**src/rtl/encoder_3r_pkg.sv**
```systemverilog
// Shared opcode space for the 3R encoder: internal OP_* codes, LA32R func8 values
// and the fixed upper bits of a BREAK word.
package encoder_3r_pkg;

    localparam logic [7:0] OP_ADD     = 8'h01;
    localparam logic [7:0] OP_SUB     = 8'h02;
    localparam logic [7:0] OP_SLT     = 8'h03;
    localparam logic [7:0] OP_SLTU    = 8'h04;
    localparam logic [7:0] OP_NOR     = 8'h05;
    localparam logic [7:0] OP_AND     = 8'h06;
    localparam logic [7:0] OP_OR      = 8'h07;
    localparam logic [7:0] OP_XOR     = 8'h08;
    localparam logic [7:0] OP_SLL     = 8'h09;
    localparam logic [7:0] OP_SRL     = 8'h0A;
    localparam logic [7:0] OP_SRA     = 8'h0B;
    localparam logic [7:0] OP_MUL     = 8'h0C;
    localparam logic [7:0] OP_MULH    = 8'h0D;
    localparam logic [7:0] OP_MULHU   = 8'h0E;
    localparam logic [7:0] OP_DIV     = 8'h0F;
    localparam logic [7:0] OP_MOD     = 8'h10;
    localparam logic [7:0] OP_DIVU    = 8'h11;
    localparam logic [7:0] OP_MODU    = 8'h12;
    localparam logic [7:0] OP_BREAK   = 8'h13;
    localparam logic [7:0] OP_SYSCALL = 8'h14;
    localparam logic [7:0] OP_SLLI    = 8'h15;
    localparam logic [7:0] OP_SRLI    = 8'h16;
    localparam logic [7:0] OP_SRAI    = 8'h17;

    localparam logic [7:0] FUNC8_ADD     = 8'h20;
    localparam logic [7:0] FUNC8_SUB     = 8'h22;
    localparam logic [7:0] FUNC8_SLT     = 8'h24;
    localparam logic [7:0] FUNC8_SLTU    = 8'h25;
    localparam logic [7:0] FUNC8_NOR     = 8'h28;
    localparam logic [7:0] FUNC8_AND     = 8'h29;
    localparam logic [7:0] FUNC8_OR      = 8'h2A;
    localparam logic [7:0] FUNC8_XOR     = 8'h2B;
    localparam logic [7:0] FUNC8_SLL     = 8'h2E;
    localparam logic [7:0] FUNC8_SRL     = 8'h2F;
    localparam logic [7:0] FUNC8_SRA     = 8'h30;
    localparam logic [7:0] FUNC8_MUL     = 8'h38;
    localparam logic [7:0] FUNC8_MULH    = 8'h39;
    localparam logic [7:0] FUNC8_MULHU   = 8'h3A;
    localparam logic [7:0] FUNC8_DIV     = 8'h40;
    localparam logic [7:0] FUNC8_MOD     = 8'h41;
    localparam logic [7:0] FUNC8_DIVU    = 8'h42;
    localparam logic [7:0] FUNC8_MODU    = 8'h43;
    localparam logic [7:0] FUNC8_BREAK   = 8'h54;
    localparam logic [7:0] FUNC8_SYSCALL = 8'h56;
    localparam logic [7:0] FUNC8_SLLI    = 8'h81;
    localparam logic [7:0] FUNC8_SRLI    = 8'h89;
    localparam logic [7:0] FUNC8_SRAI    = 8'h91;

    // inst[31:15] of a BREAK word
    localparam logic [16:0] INST_BREAK_HI = 17'h00054;

endpackage

```
**src/rtl/encoder_3r_comb.sv**
```systemverilog
// Pure combinational OP_* + fields -> 32-bit LA32R word; unsupported ops yield
// a BREAK carrying the op code, with legal_o low.
module enc_3r_comb
    import encoder_3r_pkg::*;
(
    input  logic [7:0]  op_i,
    input  logic [4:0]  rd_i,
    input  logic [4:0]  rj_i,
    input  logic [4:0]  rk_i,
    input  logic [14:0] code_i,
    output logic [31:0] inst_o,
    output logic        legal_o
);

    logic [7:0] func8;
    logic       use_code;

    always_comb begin
        func8    = 8'h00;
        legal_o  = 1'b1;
        use_code = 1'b0;
        case (op_i)
            OP_ADD:     func8 = FUNC8_ADD;
            OP_SUB:     func8 = FUNC8_SUB;
            OP_SLT:     func8 = FUNC8_SLT;
            OP_SLTU:    func8 = FUNC8_SLTU;
            OP_NOR:     func8 = FUNC8_NOR;
            OP_AND:     func8 = FUNC8_AND;
            OP_OR:      func8 = FUNC8_OR;
            OP_XOR:     func8 = FUNC8_XOR;
            OP_SLL:     func8 = FUNC8_SLL;
            OP_SRL:     func8 = FUNC8_SRL;
            OP_SRA:     func8 = FUNC8_SRA;
            OP_MUL:     func8 = FUNC8_MUL;
            OP_MULH:    func8 = FUNC8_MULH;
            OP_MULHU:   func8 = FUNC8_MULHU;
            OP_DIV:     func8 = FUNC8_DIV;
            OP_MOD:     func8 = FUNC8_MOD;
            OP_DIVU:    func8 = FUNC8_DIVU;
            OP_MODU:    func8 = FUNC8_MODU;
            OP_SLLI:    func8 = FUNC8_SLLI;
            OP_SRLI:    func8 = FUNC8_SRLI;
            OP_SRAI:    func8 = FUNC8_SRAI;
            OP_BREAK: begin
                func8    = FUNC8_BREAK;
                use_code = 1'b1;
            end
            OP_SYSCALL: begin
                func8    = FUNC8_SYSCALL;
                use_code = 1'b1;
            end
            default:    legal_o = 1'b0;
        endcase
    end

    always_comb begin
        inst_o = 32'h0;
        if (!legal_o)
            inst_o = {INST_BREAK_HI, 7'b0, op_i};
        else if (use_code)
            inst_o = {9'b0, func8, code_i};
        else
            inst_o = {9'b0, func8, rk_i, rj_i, rd_i};
    end

endmodule

```
**src/rtl/encoder_3r.sv**
```systemverilog
// 3R/2RI5/code-15 instruction encoder feeding a DEPTH-entry valid/ready FIFO.
// Optional ENC_ILLEGAL_TRAP_EN: unsupported ops push a BREAK word instead of nothing.
module encoder_3r
    import encoder_3r_pkg::*;
#(
    parameter int DEPTH = 4,
    parameter int AW    = 2
) (
    input  logic        clk,
    input  logic        reset,
    input  logic        flush,
    input  logic        in_valid,
    output logic        in_ready,
    input  logic [7:0]  in_op,
    input  logic [4:0]  in_rd,
    input  logic [4:0]  in_rj,
    input  logic [4:0]  in_rk,
    input  logic [14:0] in_code,
    output logic        out_valid,
    input  logic        out_ready,
    output logic [31:0] out_inst,
    output logic        enc_err
);

    localparam logic [AW-1:0] PTR_ONE  = 1;
    localparam logic [AW:0]   CNT_ONE  = 1;
    localparam logic [AW:0]   CNT_FULL = (AW+1)'(DEPTH);

    logic [31:0]   mem_q [DEPTH];
    logic [AW-1:0] wr_ptr_q, wr_ptr_d;
    logic [AW-1:0] rd_ptr_q, rd_ptr_d;
    logic [AW:0]   count_q, count_d;
    logic          enc_err_q, enc_err_d;

    logic [31:0]   enc_inst;
    logic          enc_legal;
    logic          accept, push, pop;

    enc_3r_comb u_comb (
        .op_i    (in_op),
        .rd_i    (in_rd),
        .rj_i    (in_rj),
        .rk_i    (in_rk),
        .code_i  (in_code),
        .inst_o  (enc_inst),
        .legal_o (enc_legal)
    );

    assign in_ready  = (count_q != CNT_FULL) && !flush;
    assign out_valid = (count_q != '0);
    assign out_inst  = out_valid ? mem_q[rd_ptr_q] : 32'h0;
    assign enc_err   = enc_err_q;

    assign accept = in_valid && in_ready;
`ifdef ENC_ILLEGAL_TRAP_EN
    assign push   = accept;
`else
    assign push   = accept && enc_legal;
`endif
    assign pop    = out_valid && out_ready && !flush;

    always_comb begin
        wr_ptr_d  = wr_ptr_q;
        rd_ptr_d  = rd_ptr_q;
        count_d   = count_q;
        enc_err_d = accept && !enc_legal;
        if (flush) begin
            wr_ptr_d = '0;
            rd_ptr_d = '0;
            count_d  = '0;
        end else begin
            if (push) wr_ptr_d = wr_ptr_q + PTR_ONE;
            if (pop)  rd_ptr_d = rd_ptr_q + PTR_ONE;
            case ({push, pop})
                2'b10:   count_d = count_q + CNT_ONE;
                2'b01:   count_d = count_q - CNT_ONE;
                default: count_d = count_q;
            endcase
        end
    end

    always_ff @(posedge clk or posedge reset) begin
        if (reset) begin
            wr_ptr_q  <= '0;
            rd_ptr_q  <= '0;
            count_q   <= '0;
            enc_err_q <= 1'b0;
        end else begin
            wr_ptr_q  <= wr_ptr_d;
            rd_ptr_q  <= rd_ptr_d;
            count_q   <= count_d;
            enc_err_q <= enc_err_d;
        end
    end

    // Storage is not reset; out_inst is masked by out_valid instead.
    always_ff @(posedge clk) begin
        if (push) mem_q[wr_ptr_q] <= enc_inst;
    end

endmodule
```
**config.mk**
```make
export PLATFORM = sky130hd
export DESIGN_NAME = encoder_3r
export DESIGN_NICKNAME = d
export VERILOG_FILES = /design/src/rtl/encoder_3r_pkg.sv /design/src/rtl/encoder_3r_comb.sv /design/src/rtl/encoder_3r.sv
export SDC_FILE = /design/constraint.sdc
export NUM_CORES = 1
export LEC_CHECK = 0
export ABC_AREA = 1
export BUFFER_PORTS_ARGS = -buffer_cell sky130_fd_sc_hd__buf_2
export CORE_ASPECT_RATIO = 1.1
export CORE_MARGIN = 8
export CORE_UTILIZATION = 56
export DETAILED_ROUTE_END_ITERATION = 8
export GPL_TIMING_DRIVEN = 0
export PLACE_DENSITY_LB_ADDON = 0.15
export SETUP_SLACK_MARGIN = 0.05
export SLEW_MARGIN = 20
export SYNTH_ARGS = -nofsm -noshare
export SYNTH_HDL_FRONTEND = slang
export SYNTH_SLANG_ARGS = --single-unit
```
**constraint.sdc**
```tcl
create_clock -name clk -period 2.8 [get_ports clk]
set_input_delay 0.42 -clock clk [delete_from_list [all_inputs] [get_ports clk]]
set_output_delay 0.42 -clock clk [all_outputs]
set_load 0.05 [all_outputs]
```
# Yosys cells after proc, flatten, opt, wreduce, memory -nomap -nowiden

Memories as Yosys holds them, arrays and structs flattened.
Index checks and enable logic that the tools add are counted.

Memories: 1
Bits in registers: 8
Input port bits: 43
Output and inout bits: 35
Bits in writable memories: 92
Logic and storage cells: 63

Memory list:

| name  | depth | width | rd ports | clocked after Yosys merged registers in | write ports | RTL line         | RTL |
|---|---|---|---|---|---|---|---|
| mem_q | 4     | 23    | 1        | 0                                       | 1           | encoder_3r.sv:29 | `logic [31:0] mem_q [DEPTH];` |

$add $sub $neg: 4
Reductions and logical operators: 14
Eq/ne operators: 26
Multiplexer cells: 14

Operator list:

| operator              | count |
|---|---|
| $pmux W8 S23          | 1 |
| $eq A8 B4 Y1 const B  | 8 |
| $eq A8 B5 Y1 const B  | 8 |
| $eq A8 B3 Y1 const B  | 4 |
| $mux W32              | 1 |
| $mux W23              | 1 |
| $reduce_or A23 Y1     | 1 |
| $eq A8 B2 Y1 const B  | 2 |
| $mux W15              | 1 |
| $eq A8 B1 Y1 const B  | 1 |
| $mux W2               | 4 |
| $logic_and A1 B1 Y1   | 6 |
| $pmux W3 S2           | 1 |
| $reduce_bool A3 Y1    | 2 |
| $add A2 B1 Y2 const B | 2 |
| $mux W1               | 4 |
| $reduce_bool A2 Y1    | 2 |
| $add A3 B1 Y3 const B | 1 |
| $mux W3               | 1 |
| $ne A3 B3 Y1 const B  | 1 |
| $sub A3 B1 Y3 const B | 1 |
| $eq A2 B1 Y1 const B  | 1 |
| $eq A2 B2 Y1 const B  | 1 |
| $logic_not A1 Y1      | 2 |
| $reduce_or A2 Y1      | 1 |

# Longest topological paths before layout

Gate-level depths: netlist of the first run.

Depth after elaboration: 7
Depth in mapped cells: 18
Gate-level depth less buffers: 18

# By module

A second synthesis of the first run with hierarchy kept.

Cell total of the unflattened synthesis: 615
Area, all modules: 6,352.3 µm²

By module, submodules not included:

| module      | area each (µm²) | instances | cells each | sequential area each (µm²) |
|---|---|---|---|---|
| encoder_3r  | 5,481.5         | 1         | 446        | 4,043.9 |
| enc_3r_comb | 870.8           | 1         | 169        | 0.0 |

# Least setup slack after synthesis of the first run

Ideal clock, no wire load.

Path type: reg2reg
Start: register count_q[0]
End: memory mem_q[0][0] (netlist bit), enable pin
Required time: 2.397 ns
Path buffers: 0
Data arrival time: 2.681 ns
Slack: -0.283 ns
Stages on the path, launching flop included: 7
Clock period less this slack: 3.083 ns
Cell sequence: dfrtp_1 > nor2_1 > a21oi_1 > nand2_1 > inv_1 > nand2_4 > nor2_1

Longest elaborated chain between the ends: 6

Ends and longest elaborated chain:

| item                          | RTL line         | RTL |
|---|---|---|
| start: declaration            | encoder_3r.sv:32 | `logic [AW:0] count_q, count_d;` |
| start signal: assignment      | encoder_3r.sv:91 | `count_q <= count_d;` |
| $ne A3 B3 Y1                  | encoder_3r.sv:49 | `assign in_ready = (count_q != CNT_FULL) && !flush;` |
| $logic_and A1 B1 Y1           | encoder_3r.sv:49 |  |
| via in_ready                  | encoder_3r.sv:13 | `output logic in_ready,` |
| $logic_and A1 B1 Y1           | encoder_3r.sv:54 | `assign accept = in_valid && in_ready;` |
| $logic_and A1 B1 Y1           | encoder_3r.sv:58 | `assign push = accept && enc_legal;` |
| $mux W1                       | encoder_3r.sv:98 | `if (push) mem_q[wr_ptr_q] <= enc_inst;` |
| $mux W1 (implied by the code) | encoder_3r.sv:98 |  |
| end: declaration              | encoder_3r.sv:29 |  |

The timed path passes the listed nets, and every way through them passes these cells.

# Final worst setup path of the first run

Start: register rd_ptr_q[1]
End: output port out_inst[12]

Longest elaborated chain between the ends: 2

Ends and longest elaborated chain:

| item                     | RTL line         | RTL |
|---|---|---|
| start: declaration       | encoder_3r.sv:31 | `logic [AW-1:0] rd_ptr_q, rd_ptr_d;` |
| start signal: assignment | encoder_3r.sv:90 | `rd_ptr_q <= rd_ptr_d;` |
| $mem_v2 Z4 W23           | -                |  |
| $mux W32                 | encoder_3r.sv:51 | `assign out_inst = out_valid ? mem_q[rd_ptr_q] : 32'h0;` |
| end: declaration         | encoder_3r.sv:21 | `output logic [31:0] out_inst,` |

Every way passes these cells.

==> qor.txt, run 1 <==
# nets final: 613
Initial antenna violation count: 0
Max-cap viol count: 0
Vias: 3776
Iter 0 DRT Violations: 307
Initial Utilization: 0.572
Clock Tree Root: clkbuf_8
Arr. time, crit path: 2.20 ns
Setup TNS: 0 ns
Met3 Resource Use GR: 0.0455
Filler cells: 687
Clock Skews: 0.00964 ns
Grt met1 use: 0.264
Finish-stage setup viols: 0
RSZ-0062 raised after global routing: no
Vias per cell: 5.54
Setup slack after layout: 0.183 ns
Gr busiest metal: met2
Worst setup EP type: output port
Sequential area share after synthesis: 0.622
Die height: 113 um
Post-DP HPWL: 8580 um
DP Area: 0.00539 mm^2
Final hold viol count: 0
Max VDD drop: 0.343 mV
Post-DR wirelength/cell: 17.7 um
CORE AREA: 0.00832 mm^2
DRT Wirelength: 12100 um
Routed Antenna Nets: 0
Pwr per Cell Area: 521 mW/mm^2
Max frequency: 382 MHz
Fin crit period: 2.62 ns
Die X-Extent: 104 um
Longest Clk Path Bufs: 2
#FFs+latches synth: 100
Setup Fix Bufs, Post-CTS: 0
Area growth, synth to finish: 17.9%
WP data required: 2.38 ns
Cell variety after synth: 32
Crit share post-route: 0.935
Hold Path Class: primary input to register
IO Pins: 78
Row cnt: 35
CTS sink count: 100
Detailed Routing Iterations Pass 1: 5
Number of port buffers: 68
Status: complete, no violations
Layout cells sized above 1: 0.226
Clk slew on worst S/H paths: 0.09 ns
Grt ovf: 0
Die Footprint: 0.0117 mm^2
First-pass GRT wire length: 19100 um
GRT Util Overall: 0.206
Vias in the first global route: 3747
RePlAce Congestion: 1.04
Critical path class: register to output port
Synth warn: 0
Num CTS Buffers: 9
Htree depth: 3
Pin count of the biggest net entering global routing: 24
CP Max Fanout: 10
Post-detailed-route DRC marker count: 0
Final instance area: 0.00562 mm^2
Worst slew margin: 0.506
Synth Instances: 475
Avg Inst Size Synth: 10.0 um^2
Clock Latency Late Sink: 0.38 ns
Hold_ws: 0.322 ns
Pleak: 2.32 nW
Syn Std Cell Area: 0.00476 mm^2
CTS tree: built
Post-Place Worst Slack: -0.000542 ns
Met2 usage: 0.336
Slew Viols, Final: 0
Worst-Margin Slew: 0.740 ns
Power Total: 0.00293 W
Worst setup SP type: register
Antenna diode count: 0
==> final timing paths <==
check | cells past startpoint | slack, ns | from | endpoint
min in group asynchronous | 3 | 0.53 | reset | count_q[0]
max in group asynchronous | 3 | 2.03 | reset | rd_ptr_q[0]
setup / recovery | 6 | 0.18 | rd_ptr_q[1] | out_inst[12]
hold / removal | 3 | 0.32 | in_valid | enc_err
hold reg to reg | 2 | 0.62 | count_q[2] | count_q[2]
setup reg to reg | 13 | 0.40 | count_q[1] | count_q[2]
==> critical path, cell delays in order (launching register included) <==
cell and delay (ns):
dfrtp_1 0.52, inv_1 0.18, clkbuf_1 0.30, nor2_1 0.16, o21ai_0 0.09, a21oi_1 0.25, buf_2 0.32
==> layer usage <==
metal  vias to the layer above  part of all wire  wire [um]
li1                       1799                 -          -
met1                      1789              0.42       5080
met2                       168              0.49       5930
met3                        20             0.071        857
met4                         0             0.015        184
met5                         -                 0          0
==> kinds of logic after synthesis <==
family	share of synthesized area
xor gates and xnor gates	0.00184
AOI/OAI and AO/OA	0.115
DFF	0.622
adders and majority gates	0.0147
other	0.000787
and+or+nand+nor	0.190
buffers and inverters	0.0559
==> area by class of cell <==
| class | count | area [um^2] | share of cell area |
|---|---|---|---|
| timing repair buffer | 72 | 433 | 0.0771 |
| inverter | 27 | 101 | 0.0180 |
| tap | 111 | 139 | 0.0247 |
| clock buffer | 10 | 128 | 0.0227 |
| multi-input combinational | 324 | 1590 | 0.284 |
| clock inverter | 6 | 87.6 | 0.0156 |
| sequential | 100 | 2960 | 0.527 |
| buffer | 31 | 173 | 0.0307 |
==> synthesized netlist by cell type (all sizes together) <==
| library cell | instances | area, um^2 |
|---|---|---|
| fa | 1 | 20.0 |
| o2111ai | 2 | 17.5 |
| inv | 27 | 101 |
| o31ai | 1 | 7.51 |
| nand4 | 6 | 37.5 |
| o21ai | 54 | 270 |
| ha | 4 | 50.1 |
| buf | 13 | 93.8 |
| conb | 1 | 3.75 |
| nand2 | 51 | 236 |
| dfrtp | 8 | 200 |
| a21oi | 36 | 188 |
| xnor2 | 1 | 8.76 |
| a32oi | 1 | 8.76 |
| nand3 | 27 | 140 |
| a31oi | 7 | 43.8 |
| or2 | 1 | 6.26 |
| nor3 | 2 | 20.0 |
| edfxtp | 92 | 2760 |
| clkbuf | 19 | 71.3 |
| a21bo | 1 | 10.0 |
| nor2 | 120 | 465 |
==> layout by cell type (no fill, tap or decap), drive strengths merged <==
| master | netlist | final |
|---|---|---|
| ha | 4 | 4 |
| a31oi | 7 | 7 |
| o2111ai | 2 | 2 |
| dfrtp | 8 | 8 |
| nand3 | 27 | 27 |
| clkinvlp | 0 | 2 |
| nor3 | 2 | 2 |
| nor2 | 120 | 120 |
| clkinv | 0 | 1 |
| o31ai | 1 | 1 |
| a21bo | 1 | 1 |
| nand2 | 51 | 51 |
| edfxtp | 92 | 92 |
| dlygate4sd3 | 0 | 1 |
| bufinv | 0 | 2 |
| inv | 27 | 28 |
| a32oi | 1 | 1 |
| nand4 | 6 | 6 |
| clkbuf | 19 | 28 |
| fa | 1 | 1 |
| conb | 1 | 9 |
| buf | 13 | 84 |
| o21ai | 54 | 54 |
| xnor2 | 1 | 1 |
| or2 | 1 | 1 |
| a21oi | 36 | 36 |
==> what timing repair did <==
action | 4_1_cts | 5_1_grt
hold endpoints to repair | 8 | 0
setup endpoints to repair | 15 | 19
hold buffers | 1 | 0
gates resized for setup | 5 | 8
==> power by group <==
group	switching, W	internal, W
logic	0.000193	0.0000748
clock network	0.000512	0.000504
registers	0.00000421	0.00164
==> per-stage QoR <==
step | utilization | cells
after floorplan | - | 483
after global placement | 0.634 | 662
after detailed placement | 0.647 | 665
after CTS | 0.675 | 682
after global routing | 0.675 | 681
final | 0.675 | 681
==> registers in the layout, indices dropped and copies added, names as in the netlist <==
register and cells:
enc_err 1, rd_ptr_q 2, count_q 3, wr_ptr_q 2
mem_q 92
Note: power is estimated with default switching activity, not from simulation.
==> inputs of run 2 (changes only) <==
- CORE_UTILIZATION: 56 -> 51
- clock period: 2.8 -> 2.1 ns (I/O delays scaled with it)
==> run 2 against run 1 <==
Net effect: global-route usage shrank 0.22 points; count of clock-buffer cells in the layout is the same; combinational power increased by 63%; sequential power up 34%; cell count grew 4.6%; clock power rose by 9.8%; critical endpoint is now out_inst[13]; largest cell class unchanged.
==> qor.txt, run 2 (synthesis gave the netlist of run 1 again) <==
Longest Clk Path Bufs: 2 (unchanged)
Max VDD drop: 0.405 mV (+18%)
Grt ovf: 0 (unchanged)
Worst-Margin Slew: 0.796 ns (+0.0562 ns)
Layout cells sized above 1: 0.358 (+0.132)
NetSw: 0.000982 W (+38%)
Vias: 3870 (+2.5%)
P_int: 0.00277 W (+25%)
Number of port buffers: 68 (unchanged)
Worst setup EP type: output port
First-pass GRT wire length: 19900 um (+4.1%)
Crit share post-route: 0.969
Final core utilization: 0.674 (-0.00101)
Setup TNS: 0 ns (unchanged)
Pleak: 2.46 nW (+6.2%)
R2R Path End: count_q[2]
Vias per cell: 5.44 (-2.0%)
Initial antenna violation count: 0 (unchanged)
IO Pins: 78 (unchanged)
CTS sink count: 100 (unchanged)
Fin crit period: 2.03 ns
Clock Skews: 0.0112 ns (+0.00158 ns)
CTS tree: built
Post-detailed-route DRC marker count: 0 (unchanged)
GRT Util Overall: 0.203 (-0.00220)
Share of power burned in registers: 0.584 (+0.023)
Die X-Extent: 108 um (+4.1%)
Initial Utilization: 0.517 (-0.0554)
Finish-stage setup viols: 0 (unchanged)
Crit path launch: rd_ptr_q[0]
Clock Latency Late Sink: 0.37 ns (about the same)
Detailed Routing Iterations Pass 1: 5 (unchanged)
RePlAce Congestion: 0.931 (-10%)
Final hold viol count: 0 (unchanged)
Post-DP HPWL: 8410 um (-2.0%)
R2r setup slk: 0.09 ns (-0.31 ns)
Worst Setup EP: out_inst[13]
Clk slew on worst S/H paths: 0.10 ns (about the same)
Commonest non-fill, non-tap cell in the layout: nor2_1
Combinational power share: 0.116 (+0.024)
Htree depth: 3 (unchanged)
Routed Antenna Nets: 0 (unchanged)
Row cnt: 37 (+5.7%)
CORE AREA: 0.00921 mm^2 (+11%)
CP Max Fanout: 10 (unchanged)
Antenna diode count: 0 (unchanged)
Num CTS Buffers: 9 (unchanged)
RSZ-0062 raised after global routing: yes
Pwr per Cell Area: 604 mW/mm^2 (+16%)
Commonest cells after routing, fill and taps aside: 106 x nor2_1, 92 x edfxtp_1, 45 x buf_2
Clock Tree Root: clkbuf_8
Critical path class: register to output port
Clock power frac: 0.300 (-0.047)
Hold Path Class: primary input to register
Worst R2R Start: count_q[2]
Iter 0 DRT Violations: 254 (-17%)
WP data required: 1.78 ns (-0.60 ns)
Switching Fraction: 0.262 (+0.0195)
Status: complete, no violations
Max frequency: 491 MHz
Pin count of the biggest net entering global routing: 24 (unchanged)
DRT Wirelength: 12900 um (+6.8%)
Max reg flops: 92 (unchanged)
Worst setup SP type: register
Worst R2R Path Depth: 13 (unchanged)
Vias in the first global route: 3768 (+0.56%)
Post-DR wirelength/cell: 18.1 um (+2.2%)
# nets final: 638 (+4.1%)
Slew Viols, Final: 0 (unchanged)
Arr. time, crit path: 1.72 ns (-0.48 ns)
Top reg by flops: mem_q
Die Footprint: 0.0127 mm^2 (+8.3%)
Area growth, synth to finish: 30.4%
Die height: 117 um (+4.1%)
Worst slew margin: 0.468 (-0.0376)
Top flop regs: mem_q x92, count_q x3
Max-cap viol count: 0 (unchanged)
==> run 2: cell count changes in the layout (fill, tap and decap cells not counted), sizes merged <==
cell	delta
nor2	+1
buf	+33
inv	+2
clkbuf	-9
bufinv	-2
==> run 2: power by group through the flow <==
stage | Clock (W) | Sequential (W) | Combinational (W)
after floorplan | 0 | 0.00224 | 0.000238
after global placement | 0 | 0.00224 | 0.000355
after detailed placement | 0 | 0.00224 | 0.000364
after CTS | 0.00113 | 0.00219 | 0.000395
after global routing | 0.00121 | 0.00219 | 0.000466
final | 0.00112 | 0.00219 | 0.000436
==> run 2: per-layer routing <==
| metal | GRT usage | wire, um | vias to the layer above |
|---|---|---|---|
| li1 | - | - | 1858 |
| met1 | 0.267 | 5310 | 1833 |
| met2 | 0.317 | 6430 | 163 |
| met3 | 0.0504 | 895 | 16 |
| met4 | 0.0712 | 235 | 0 |
| met5 | 0 | 0 | - |
==> run 2: worst max-delay path, cell delays in order, from the launching register on <==
cell,delay [ns]
dfrtp_1,0.41
buf_8,0.16
buf_8,0.14
nor2_1,0.05
nor2_1,0.08
o21ai_1,0.09
a21oi_2,0.22
buf_6,0.19
==> run 2: what timing repair did <==
item                                    CTS  global route
buffers inserted                          7            19
resized for setup                        75            68
hold buffers                              1             0
gates cloned                              0             1
endpoints found under the setup margin   94            97
endpoints found under the hold margin     8             0
pin swaps                                 4            26
==> run 2: area by class of cell <==
| type | instances | area, um^2 |
|---|---|---|
| Tap cell | 117 | 146 |
| Multi-Input combinational cell | 325 | 1810 |
| Sequential cell | 100 | 2970 |
| Timing Repair Buffer | 96 | 716 |
| Clock inverter | 6 | 45.0 |
| Buffer | 31 | 298 |
| Fill cell | 702 | 3000 |
| Inverter | 27 | 104 |
| Clock buffer | 10 | 128 |
==> run 2: worst min-delay path by stage <==
stage	slack, ns	end	from	cells after the start
3_3_place_gp	0.28	count_q[2]	reset	2
5_1_grt	0.31	enc_err	in_valid	4
3_5_place_dp	0.29	count_q[2]	reset	2
2_1_floorplan	0.13	count_q[2]	reset	1
6_report	0.30	enc_err	in_valid	4
4_1_cts	0.17	enc_err	in_valid	3
==> run 2: metrics by stage <==
step / std cells / power, W / setup slack (ns) / cell area [um^2] / hold WS, ns
after detailed placement: 669 / 0.00260 / -0.449 / 5460 / 0.286
after global placement: 668 / 0.00259 / -0.938 / 5410 / 0.276
after floorplan: 483 / 0.00248 / -0.0535 / 4930 / 0.131
after CTS: 692 / 0.00372 / 0.0394 / 5920 / 0.171
after global routing: 712 / 0.00387 / -0.0170 / 6210 / 0.307
final: 712 / 0.00375 / 0.0653 / 6210 / 0.303
==> inputs of run 3 (changes only) <==
- CORE_MARGIN: 8 -> default
==> run 3 against run 2 <==
Net effect: sequential power about the same; sequential share of layout area increased by 0.14 points; power increased by 0.82%; via count decreased by 0.49%; highest routed layer unchanged; critical path type unchanged; utilization increased by 1.7 points; critical endpoint is now out_inst[14]; clock power increased by 4%; largest cell class unchanged; final area decreased by 0.28%; global-route usage increased by 5.1 points; hold slack got worse by 0.079 ns.
==> qor.txt, run 3 (synthesis gave the netlist of run 1 again) <==
WP data required: 1.78 ns (about the same)
GRT Util Overall: 0.254 (+0.0509)
Final core utilization: 0.691 (+0.0168)
Hold_ws: 0.224 ns (-0.0790 ns)
CORE AREA: 0.00896 mm^2 (-2.7%)
Post-DP HPWL: 7760 um (-7.7%)
Post-detailed-route DRC marker count: 0 (unchanged)
Detailed Routing Iterations Pass 1: 5 (unchanged)
Hold Path Class: primary input to register
Routed Antenna Nets: 0 (unchanged)
Critical path class: register to output port
Combinational power share: 0.114 (-0.002)
Status: complete, no violations
Pin count of the biggest net entering global routing: 24 (unchanged)
Initial antenna violation count: 0 (unchanged)
Worst Setup EP: out_inst[14]
Die X-Extent: 94.1 um (-13%)
Worst-Margin Slew: 0.829 ns (+0.0328 ns)
R2r setup slk: 0.10 ns (about the same)
RePlAce Congestion: 1.03 (+10%)
RSZ-0062 raised after global routing: yes
IO Pins: 78 (unchanged)
Longest Clk Path Bufs: 2 (unchanged)
Post-DR wirelength/cell: 17.3 um (-4.1%)
Buffer and inverter count on the worst path: 3 (unchanged)
Vias per cell: 5.53 (+1.8%)
NetSw: 0.00100 W (+1.8%)
Die Footprint: 0.00973 mm^2 (-23%)
Worst R2R Start: count_q[1]
Clock Latency Late Sink: 0.37 ns (about the same)
Clk slew on worst S/H paths: 0.10 ns (about the same)
Worst setup SP type: register
Initial Utilization: 0.531 (+0.0144)
Worst setup EP type: output port
R2R Path End: mem_q[2][7]
Commonest non-fill, non-tap cell in the layout: nor2_1
Layout cells sized above 1: 0.357 (-0.000595)
DRT Wirelength: 12100 um (-6.3%)
Area growth, synth to finish: 30.0%
Critical path's top delay family: buffers and inverters
Arr. time, crit path: 1.71 ns (about the same)
Vias in the first global route: 3540 (-6.1%)
Power Total: 0.00378 W (+0.82%)
Number of port buffers: 68 (unchanged)
Top flop regs: mem_q x92, count_q x3
Share of power burned in registers: 0.580 (-0.004)
Clock power frac: 0.306 (+0.006)
Max-cap viol count: 0 (unchanged)
Finish-stage setup viols: 0 (unchanged)
Antenna diode count: 0 (unchanged)
Htree depth: 3 (unchanged)
P_int: 0.00278 W (+0.46%)
Max frequency: 493 MHz (+0.25%)
Hold depth: 3 (-1)
Iter 0 DRT Violations: 271 (+6.7%)
Die height: 103 um (-12%)
Clock Tree Root: clkbuf_8
Crit share post-route: 0.966 (-0.00245)
Setup TNS: 0 ns (unchanged)
Slew Viols, Final: 0 (unchanged)
Crit path launch: rd_ptr_q[0]
CP Depth: 7 (unchanged)
Top reg by flops: mem_q
Critical path's largest stage delay: 0.41 ns (about the same)
Switching Fraction: 0.264 (+0.00267)
First-pass GRT wire length: 18000 um (-9.7%)
Commonest cells after routing, fill and taps aside: 98 x nor2_1, 92 x edfxtp_1, 45 x buf_2
Worst slew margin: 0.446 (-0.0219)
Vias: 3851 (-0.49%)
# nets final: 625 (-2.0%)
CTS tree: built
Final hold viol count: 0 (unchanged)
Critical-path cell list: buf_8 -> buf_12 -> nor2_4 -> nor2_1 -> o21ai_1 -> a21oi_2 -> buf_6
Num CTS Buffers: 9 (unchanged)
CP Max Fanout: 10 (unchanged)
Max VDD drop: 0.389 mV (-3.9%)
Grt ovf: 0 (unchanged)
Clock Skews: 0.0119 ns (+0.000642 ns)
Pleak: 2.43 nW (-1.2%)
Pwr per Cell Area: 611 mW/mm^2 (+1.1%)
CTS sink count: 100 (unchanged)
Row cnt: 36 (-2.7%)
Max reg flops: 92 (unchanged)
Fin crit period: 2.03 ns (-0.00515 ns)
Worst R2R Path Depth: 6 (-7)
Critical Path Slowest Stage Cell: dfrtp_1
[run 3: per-stage QoR]
step / std cells / instance area (um^2) / worst slack [ns]
2_1_floorplan: 483 / 4930 / -0.0535
3_3_place_gp: 665 / 5410 / -0.855
3_5_place_dp: 665 / 5430 / -0.407
4_1_cts: 687 / 5860 / 0.0289
5_1_grt: 696 / 6190 / -0.0288
6_report: 696 / 6190 / 0.0704
[run 3: worst register-to-register path, delay by kind of cell (launching register included)]
kind	cells	cell delay, ns
AO/OA/AOI/OAI	1	0.15
buffers and inverters	1	0.10
flip-flops	1	0.44
AND/OR/NAND/NOR	4	0.92
[run 3: power groups by stage]
| stage | logic (W) | clock network (W) | registers, W |
|---|---|---|---|
| 2_1_floorplan | 0.000238 | 0 | 0.00224 |
| 3_3_place_gp | 0.000351 | 0 | 0.00224 |
| 3_5_place_dp | 0.000360 | 0 | 0.00224 |
| 4_1_cts | 0.000387 | 0.00116 | 0.00219 |
| 5_1_grt | 0.000464 | 0.00125 | 0.00219 |
| 6_report | 0.000432 | 0.00116 | 0.00219 |
[run 3: per-layer routing]
layer	up-vias	track usage	wire (um)
met4	0	0.107	283
met5	-	0	0
met1	1836	0.331	4980
li1	1822	-	-
met3	31	0.0446	736
met2	162	0.423	6070
[run 3: cell type report]
type                    count  area, um^2
flip-flops and latches    100        2970
fillers                   689        2770
multi-input cells         324        1860
repair buffers             84         629
plain buffers              31         302
well taps                 114         143
clock buffers               9         124
inverters                  27         106
clock inverters             7        60.1
[run 3: worst min-delay path by stage]
stage,from,to,slack (ns)
final,in_valid,enc_err,0.22
after global routing,in_valid,enc_err,0.21
after CTS,in_valid,enc_err,0.18
after detailed placement,reset,count_q[2],0.28
after global placement,reset,count_q[2],0.28
after floorplan,reset,count_q[2],0.13
[run 3: repair_timing]
action / in CTS / in global routing
hold buffers: 1 / 0
resized for setup: 69 / 110
pin swaps: 4 / 38
endpoints found under the hold margin: 8 / 0
gates cloned: 0 / 1
setup endpoints to repair: 117 / 117
buffers inserted: 6 / 8
